===== config.mk =====
export PLATFORM = sky130hd
export DESIGN_NAME = exec_unit
export DESIGN_NICKNAME = d
export VERILOG_FILES = /design/src/rtl/exec_pkg.sv /design/src/rtl/exec_alu8.sv /design/src/rtl/exec_unit.sv
export SDC_FILE = /design/constraint.sdc
export NUM_CORES = 1
export LEC_CHECK = 0
export ABC_AREA = 1
export CAP_MARGIN = 40
export CORE_MARGIN = 2
export CORE_UTILIZATION = 45
export DETAILED_ROUTE_END_ITERATION = 6
export PLACE_DENSITY = 0.67
export SLEW_MARGIN = 0
export SYNTH_ARGS = -nofsm -noshare
export SYNTH_HDL_FRONTEND = slang
export SYNTH_SLANG_ARGS = --single-unit

===== constraint.sdc =====
create_clock -name clk -period 6 [get_ports clk]
set_input_delay 0.9 -clock clk [delete_from_list [all_inputs] [get_ports clk]]
set_output_delay 0.9 -clock clk [all_outputs]
set_load 0.01 [all_outputs]

===== src/rtl/exec_pkg.sv =====
// Shared constants for the 8-bit execute stage: data width, opcodes and FSM states.
package exec_pkg;

  localparam int DW = 8;

  localparam logic [3:0] OP_ADD = 4'h0;
  localparam logic [3:0] OP_ADC = 4'h1;
  localparam logic [3:0] OP_SUB = 4'h2;
  localparam logic [3:0] OP_CMP = 4'h3;
  localparam logic [3:0] OP_AND = 4'h4;
  localparam logic [3:0] OP_OR  = 4'h5;
  localparam logic [3:0] OP_XOR = 4'h6;
  localparam logic [3:0] OP_NOT = 4'h7;
  localparam logic [3:0] OP_SHL = 4'h8;
  localparam logic [3:0] OP_SHR = 4'h9;
  localparam logic [3:0] OP_ROL = 4'hA;
  localparam logic [3:0] OP_ROR = 4'hB;
  localparam logic [3:0] OP_INC = 4'hC;
  localparam logic [3:0] OP_DEC = 4'hD;
  localparam logic [3:0] OP_PASS = 4'hE;
  localparam logic [3:0] OP_MUL = 4'hF;

  typedef enum logic [1:0] {
    ST_IDLE = 2'd0,
    ST_EXEC = 2'd1,
    ST_MUL  = 2'd2,
    ST_WB   = 2'd3
  } state_t;

endpackage


===== src/rtl/exec_alu8.sv =====
// Combinational single-cycle ALU: result plus carry/borrow and signed overflow.
module exec_alu8
  import exec_pkg::*;
(
  input  logic [DW-1:0] a,
  input  logic [DW-1:0] b,
  input  logic          cin,
  input  logic [3:0]    op,
  output logic [DW-1:0] y,
  output logic          c,
  output logic          v
);

  logic [DW:0]   sum_add;
  logic [DW:0]   sum_sub;
  logic [DW-1:0] add_b;
  logic [DW-1:0] sub_b;
  logic          add_cin;

  always_comb begin
    add_b   = b;
    sub_b   = b;
    add_cin = 1'b0;
    case (op)
      OP_ADC:  add_cin = cin;
      OP_INC:  add_b   = DW'(1);
      OP_DEC:  sub_b   = DW'(1);
      default: ;
    endcase
    // Bit DW of the subtract is the borrow, i.e. a < sub_b unsigned
    sum_add = {1'b0, a} + {1'b0, add_b} + {{DW{1'b0}}, add_cin};
    sum_sub = {1'b0, a} - {1'b0, sub_b};

    y = '0;
    c = 1'b0;
    v = 1'b0;
    case (op)
      OP_ADD, OP_ADC, OP_INC: begin
        y = sum_add[DW-1:0];
        c = sum_add[DW];
        v = (a[DW-1] == add_b[DW-1]) && (y[DW-1] != a[DW-1]);
      end
      OP_SUB, OP_CMP, OP_DEC: begin
        y = sum_sub[DW-1:0];
        c = sum_sub[DW];
        v = (a[DW-1] != sub_b[DW-1]) && (y[DW-1] != a[DW-1]);
      end
      OP_AND:  y = a & b;
      OP_OR:   y = a | b;
      OP_XOR:  y = a ^ b;
      OP_NOT:  y = ~a;
      OP_SHL:  begin y = {a[DW-2:0], 1'b0};     c = a[DW-1]; end
      OP_SHR:  begin y = {1'b0, a[DW-1:1]};     c = a[0];    end
      OP_ROL:  begin y = {a[DW-2:0], a[DW-1]};  c = a[DW-1]; end
      OP_ROR:  begin y = {a[0], a[DW-1:1]};     c = a[0];    end
      OP_PASS: y = b;
      default: ;
    endcase
  end

endmodule


===== src/rtl/exec_unit.sv =====
// Execute stage FSM with operand latches, flag registers and write-back strobe.
// EXEC_MUL_EN enables the 8-cycle shift-add multiply on opcode F; otherwise F is illegal.
module exec_unit
  import exec_pkg::*;
(
  input  logic          clk,
  input  logic          rst_n,
  input  logic          start,
  input  logic [3:0]    op,
  input  logic [DW-1:0] opa,
  input  logic [DW-1:0] opb,
  input  logic          csel,
  input  logic [1:0]    dst,
  output logic [DW-1:0] result,
  output logic          mrwe,
  output logic          wa1,
  output logic          wa0,
  output logic          busy,
  output logic          done,
  output logic          fz,
  output logic          fn,
  output logic          fc,
  output logic          fv
);

  state_t        state_reg, state_next;
  logic [3:0]    op_reg;
  logic [DW-1:0] a_reg, b_reg;
  logic          cin_reg;
  logic [1:0]    dst_reg;
  logic [DW-1:0] result_reg;
  logic          mrwe_reg, done_reg;
  logic [1:0]    wa_reg;
  logic [3:0]    flags_reg;

  logic [DW-1:0] alu_y;
  logic          alu_c, alu_v;
  logic          is_mul, mul_last;
  logic [DW-1:0] wb_y;
  logic          wb_c, wb_v, wb_legal, wb_load;

  exec_alu8 u_alu (
    .a   (a_reg),
    .b   (b_reg),
    .cin (cin_reg),
    .op  (op_reg),
    .y   (alu_y),
    .c   (alu_c),
    .v   (alu_v)
  );

`ifdef EXEC_MUL_EN
  logic [2*DW-1:0] prod_reg, mcand_reg, prod_next;
  logic [DW-1:0]   mplier_reg;
  logic [2:0]      cnt_reg;

  assign is_mul    = (op_reg == OP_MUL);
  assign mul_last  = (state_reg == ST_MUL) && (cnt_reg == 3'd7);
  assign prod_next = prod_reg + (mplier_reg[0] ? mcand_reg : '0);

  always_ff @(posedge clk or negedge rst_n) begin
    if (!rst_n) begin
      prod_reg   <= '0;
      mcand_reg  <= '0;
      mplier_reg <= '0;
      cnt_reg    <= '0;
    end else if (state_reg == ST_EXEC) begin
      prod_reg   <= '0;
      mcand_reg  <= {{DW{1'b0}}, a_reg};
      mplier_reg <= b_reg;
      cnt_reg    <= '0;
    end else if (state_reg == ST_MUL) begin
      prod_reg   <= prod_next;
      mcand_reg  <= mcand_reg << 1;
      mplier_reg <= mplier_reg >> 1;
      cnt_reg    <= cnt_reg + 3'd1;
    end
  end

  assign wb_y     = mul_last ? prod_next[DW-1:0] : alu_y;
  assign wb_c     = mul_last ? (|prod_next[2*DW-1:DW]) : alu_c;
  assign wb_v     = mul_last ? 1'b0 : alu_v;
  assign wb_legal = 1'b1;
`else
  assign is_mul   = 1'b0;
  assign mul_last = 1'b0;
  assign wb_y     = alu_y;
  assign wb_c     = alu_c;
  assign wb_v     = alu_v;
  assign wb_legal = (op_reg != OP_MUL);
`endif

  // High only on the edge that enters WB, from either EXEC or the last multiply step
  assign wb_load = ((state_reg == ST_EXEC) && !is_mul) || mul_last;

  always_ff @(posedge clk or negedge rst_n) begin
    if (!rst_n) state_reg <= ST_IDLE;
    else        state_reg <= state_next;
  end

  always_comb begin
    state_next = state_reg;
    case (state_reg)
      ST_IDLE: if (start) state_next = ST_EXEC;
      ST_EXEC: state_next = is_mul ? ST_MUL : ST_WB;
`ifdef EXEC_MUL_EN
      ST_MUL:  if (mul_last) state_next = ST_WB;
`endif
      ST_WB:   state_next = ST_IDLE;
      default: state_next = ST_IDLE;
    endcase
  end

  always_ff @(posedge clk or negedge rst_n) begin
    if (!rst_n) begin
      op_reg     <= '0;
      a_reg      <= '0;
      b_reg      <= '0;
      cin_reg    <= 1'b0;
      dst_reg    <= '0;
      result_reg <= '0;
      mrwe_reg   <= 1'b0;
      done_reg   <= 1'b0;
      wa_reg     <= '0;
      flags_reg  <= '0;
    end else begin
      mrwe_reg <= 1'b0;
      done_reg <= 1'b0;
      wa_reg   <= '0;
      if ((state_reg == ST_IDLE) && start) begin
        op_reg  <= op;
        a_reg   <= opa;
        b_reg   <= opb;
        cin_reg <= csel;
        dst_reg <= dst;
      end
      if (wb_load) begin
        done_reg <= 1'b1;
        wa_reg   <= dst_reg;
        if (wb_legal) begin
          result_reg <= wb_y;
          mrwe_reg   <= (op_reg != OP_CMP);
          flags_reg  <= {(wb_y == '0), wb_y[DW-1], wb_c, wb_v};
        end
      end
    end
  end

  assign result = result_reg;
  assign mrwe   = mrwe_reg;
  assign done   = done_reg;
  assign wa1    = wa_reg[1];
  assign wa0    = wa_reg[0];
  assign busy   = (state_reg != ST_IDLE);
  assign fz     = flags_reg[3];
  assign fn     = flags_reg[2];
  assign fc     = flags_reg[1];
  assign fv     = flags_reg[0];

endmodule


After elaboration in Yosys (flattened, before gate mapping)
Index checks and enable logic that the tools add are counted.

storage, ports and cells
  flip-flop bits (word level) = 41
  bits of input ports = 26
  output and inout bits = 17
  word-level logic and storage cells = 64

operators by class
  add/sub/neg operators = 3
  eq/ne operators = 22
  muxes and demuxes = 12
  bitwise gates (word level) = 4
  reductions and logical operators = 12

operator list
  cell                number
  $pmux 8 s11         1
  $eq 4x4->1 const B  7
  $eq 4x3->1 const B  4
  $mux 8              2
  $add 8x8->9         1
  $add 9x1->9         1
  $sub 8x8->9         1
  $and 8x8->8         1
  $eq 4x2->1 const B  2
  $logic_not 8->1     1
  $not 8->8           1
  $or 8x8->8          1
  $xor 8x8->8         1
  $reduce_or 3->1     2
  $eq 4x1->1 const B  1
  $logic_not 4->1     1
  $mux 1              4
  $mux 2              2
  $ne 4x2->1 const B  1
  $ne 4x4->1 const B  1
  $pmux 1 s4          1
  $pmux 2 s2          1
  $reduce_or 2->1     2
  $logic_and 1x1->1   3
  8 further kinds     10

Depth between registers and ports, before layout
  depth after elaboration = 7
  depth in mapped cells = 18
  gate-level depth less buffers = 18

By module
From an unflattened synthesis, not the netlist that was laid out.

second synthesis, totals
  cells, all modules = 503
  area total of the unflattened synthesis = 3,289.4 um2

modules (own cells, without submodules)
  module     instances  cells an instance  area an instance (um2)  sequential area each (um2)
  exec_alu8  1          327                1,715.4                 0.0
  exec_unit  1          176                1,574.0                 1,001.0

Least setup slack after synthesis
OpenSTA, ideal clock, no wires.

  path type = register to register
  start = register op_reg[2]
  end = register flags_reg[3]
  library setup time = 0.065 ns
  arrival = 2.415 ns
  data required time = 5.935 ns
  slack = 3.520 ns
  stages on the path, launching flop included = 15
  buffers on the path = 0
  period minus slack after synthesis = 2.480 ns
  path through = dfrtp_1 > nand2_1 > inv_1 > nand2_2 > nand2_1 > fa_1 > fa_1 > or2_2 > nand3_1 > nand3_1 > nor2_1 > nand3_1 > nor2_1 > nand3_1 > nand2_1

between the ends
  word-level cells in the longest chain between the ends = 6
  elaborated cells between the ends (all ways) = 27
  classes of those cells = 3 x add/sub; 15 x eq/ne; 4 x mux; 5 x reduce/logical

ends and longest elaborated chain
  what                      line                              text
  start: declaration        exec_unit.sv:27                   logic [3:0] op_reg;
  start signal: assignment  exec_unit.sv:131                  op_reg <= op;
  $eq 4x4->1                exec_alu8.sv:24, exec_alu8.sv:37
  $mux 8                    exec_alu8.sv:24                   case (op)
  $add 8x8->9               exec_alu8.sv:31                   sum_add = {1'b0, a} + {1'b0, add_b} + {{DW{1'b0}}, add_cin};
  $add 9x1->9               exec_alu8.sv:31
  $pmux 8 s11               exec_alu8.sv:37                   case (op)
  $logic_not 8->1           exec_unit.sv:143                  flags_reg <= {(wb_y == '0), wb_y[DW-1], wb_c, wb_v};
  end signal: assignment    exec_unit.sv:143
  end: declaration          exec_unit.sv:34                   logic [3:0] flags_reg;

Parallel ways exist; a longest one is shown, timed or not.
A chain may end at the register's enable or synchronous reset.

Worst setup path after layout
  start = register op_reg[0]
  end = register flags_reg[3]

Same word-level chain as after synthesis.

==> results.txt <==
The pre-CTS setup slack is 3190 ps, and the overall power is 2.41 mW. When the netlist entered floorplanning its net count stood at 557. The clock net in this run drives a total of 40 sinks.

The run gives 3070 ps as the arrival time at the worst endpoint. The delay of the slowest critical-path stage is 550 ps, and the core box area is 7180 µm². The critical path runs through a total of 13 cells. The worst register-to-register path ends at flags_reg[3]. The tools report the global placement routability congestion as 0.983.

The clock skew is 2.39 ps, and the cell area power density is 620 nW/µm². The global-route congestion overflow total is 0. After layout, the minimum clock period comes to 2830 ps. For the post-cts hold buffer count, the log shows 0.

The die covers 7990 µm². The most frequent standard cell in the layout excluding fill and tap cells was nand2_1. The total number of nets in the final design was 600; the final worst-path cycle share was 47.2%. The fraction of the yosys area taken by sequential cells is 30.5%, and the number of instances in the synthesized netlist is 495.

In the global route stage, overall resource usage came out at 24.4%. From bottom edge to top edge, the die measures 89.4 µm. Internal cell power: 1.09 mW.

The run gives 181 as the initial detailed-routing violation count. The die extent in x works out to 89.4 µm. The logs give 0 for the post-CTS setup repair buffer count and 31 for the count of standard-cell rows.

Global routing consumed, on the met2 layer, 39.7% of the routing resources. The tools report the final hold violation count as 0. Combinational family with the most area after synthesis: simple AND/OR/NAND/NOR gates. Counting along the longest clock path gives a buffer depth of 2. TritonCTS built the clock tree. The HPWL after detailed placement was 7220 µm. The cell area after placement is 3810 µm², and the initial antenna violation count is 0. The diode insertion count for antenna repair is 0.

The worst register-to-register path has a depth of 13. The boundary pin count came out at 43. The tools report the worst hold margin as 433 ps. Walking the worst path, the cells encountered are nor2_2 > nand2_2 > nand2_1 > fa_1 > fa_1 > or2_2 > nand3_1 > nand3_1 > nor2_1 > nand3_1 > nor2_1 > nand3_1 > nand2_1. The part of the power in the clock network was 7.3%; the measured slew at the worst slew-check pin was 782 ps. The final count of pins violating max slew was 0. In this run the register-to-register setup slack is 3170 ps. The post-synthesis xor/xnor area fraction came out at 0%. The tree is rooted in a clkbuf_8. The logs give 3170 ps for the worst setup slack after layout and 47.7% for the worst slew margin relative to its limit. Global routing consumed, on the met1 layer, 33.9% of the routing resources. Dividing the detail-routed via count by the number of cells gives 5.14. Summed over all failing endpoints, the final setup total negative slack is 0 ps. After detailed routing, the number of remaining DRC violations is 0. The mapped netlist covers 3280 µm². The mean instance size in the synthesized netlist was 6.63 µm²; the final cell count without fillers was 637.

After synthesis, the netlist uses 29 different library cells. For this design the total switching power over the nets is 1.32 mW. During placement, the flow inserted port buffers numbering 42. Final setup violation count: 0. The tightest min-delay check is of the input pin to asynchronous set/reset pin type.

Of the cells placed in the final design, the portion with a size suffix greater than 1 is 4.83%. STA classifies the critical path endpoint as a register. The type of origin of the critical path was a register. In this run, flip-flops and latches consume 23.0% of the power.

The upper clock frequency limit is 353 MHz, and the share of the core filled with cells is 54.2%. The tools report the layout filler cell count as 738. The routed design has 9140 µm of wire.

The number of gates resized after cts was 0; the total number of vias was 3,275. The worst path buffer plus inverter count came out at 0. The layout overhead on the synthesized area is 18.5%. Buffers inserted during clock tree synthesis total 5.

In the layout the commonest cells are 142 x nand2_1, 82 x nor2_1, 57 x inv_1. The antenna violation net count after detailed routing came out at 0. Once layout is done, the placed cells without fillers occupy 3890 µm². Across the run, the number of max-cap violations was 0.

The kind of cell with the highest combined delay along the critical path is simple AND/OR/NAND/NOR gates. The synthesis warning total was 0. The most heavily used metal layer in global routing is met2. The synthesized-area fraction occupied by and/or/nand/nor cells is 39.4%, and the total of flip-flops plus latches after synthesis is 40. For met3 alone, demand over resource in global routing was 3.32%. The flow ran to the end, and the final reports show no timing, DRC or antenna violations. In this run the worst path has a maximum fanout of 10. The maximum resistive drop on vdd came out at 0.000233 V. Among all stages on the critical path, the largest delay is contributed by dfrtp_1. The share of the synthesized area in compound gates (AO/OA/AOI/OAI) is 7.36%.

The synthesized netlist devotes 14.4% of its cell area to adder and majority cells. The first detailed-routing pass took 5 iterations. Setup repair after global routing left no endpoint under its margin. Once the floorplan was initialized, standard cells occupied 45.7% of the core. The run gives 14,800 µm as the wire length of the first global-routing pass.

Cell seen most often among critical-path stages: nand3_1. The wire length per cell after detailed routing works out to 14.3 µm. The category of the critical setup timing path is register to register.

Entering global routing, the biggest net connects 46 pins. The H-tree was split into 2 levels. The beginning of the worst register-to-register path was op_reg[0]. The later pin in the worst-skew pair is clocked with a latency of 300 ps. Fraction of power spent switching nets: 54.7%. The relative contribution of combinational cells to total power was 69.7%; the clock-pin slew of the registers on the worst-case setup and hold paths was 80 ps.

The required time of the critical path was 6240 ps. The cell count after placement was 630. The via count of the first global-routing pass is 2,973, and the leakage power is 2.04 nW.

Multiplexer cells account for 0.343% of the synthesized area.
per-layer routing:
| layer | wire [µm] | vias to the layer above |
|---|---|---|
| li1 | - | 1657 |
| met3 | 401 | 17 |
| met4 | 193 | 0 |
| met1 | 4290 | 1500 |
| met5 | 0 | - |
| met2 | 4250 | 101 |
cells by family after synthesis:
family                     after synthesis
and+or+nand+nor                        305
buffers and inverters                   67
AOI/OAI and AO/OA                       46
DFF                                     40
adders and majority gates               36
muxes                                    1
worst max-delay path by stage:
stage,from,endpoint
after floorplan,op_reg[2],flags_reg[3]
after global placement,op_reg[0],flags_reg[3]
after detailed placement,op_reg[0],flags_reg[3]
after CTS,op_reg[0],flags_reg[3]
after global routing,op_reg[0],flags_reg[3]
final,op_reg[0],flags_reg[3]
Yosys cell counts, drive strengths merged:
cell    count  area, µm²
o21a        2       15.0
nor2       87        344
nand3      54        270
ha         33        413
or2         4       25.0
dfrtp      40       1000
nand3b      4       30.0
clkbuf      4       15.0
nand2     147        569
nor3        1       5.00
o21ai       6       30.0
nand4       7       43.8
o211ai      1       7.51
a21oi      35        175
mux2        1       11.3
a22oi       1       7.51
a31oi       1       6.26
inv        59        221
buf         4       25.0
fa          3       60.1
nand2b      1       6.26
power groups by stage:
stage                     Clock [mW]  Combinational, mW  Sequential (mW)
after detailed placement           0               1.66            0.554
after floorplan                    0               1.20            0.515
after CTS                      0.181               1.67            0.549
final                          0.176               1.68            0.554
after global placement             0               1.65            0.551
after global routing           0.191               1.91            0.569
cell type report:
type / count / area [µm²] / area share, %
clock buffer: 5 / 68.8 / 1.77
clock inverter: 2 / 12.5 / 0.322
inverter: 59 / 221 / 5.69
multi-input combinational: 388 / 2020 / 51.9
sequential: 40 / 1000 / 25.7
tap: 99 / 124 / 3.18
timing repair buffer: 44 / 443 / 11.4
Power figures use the tool's default switching activity.
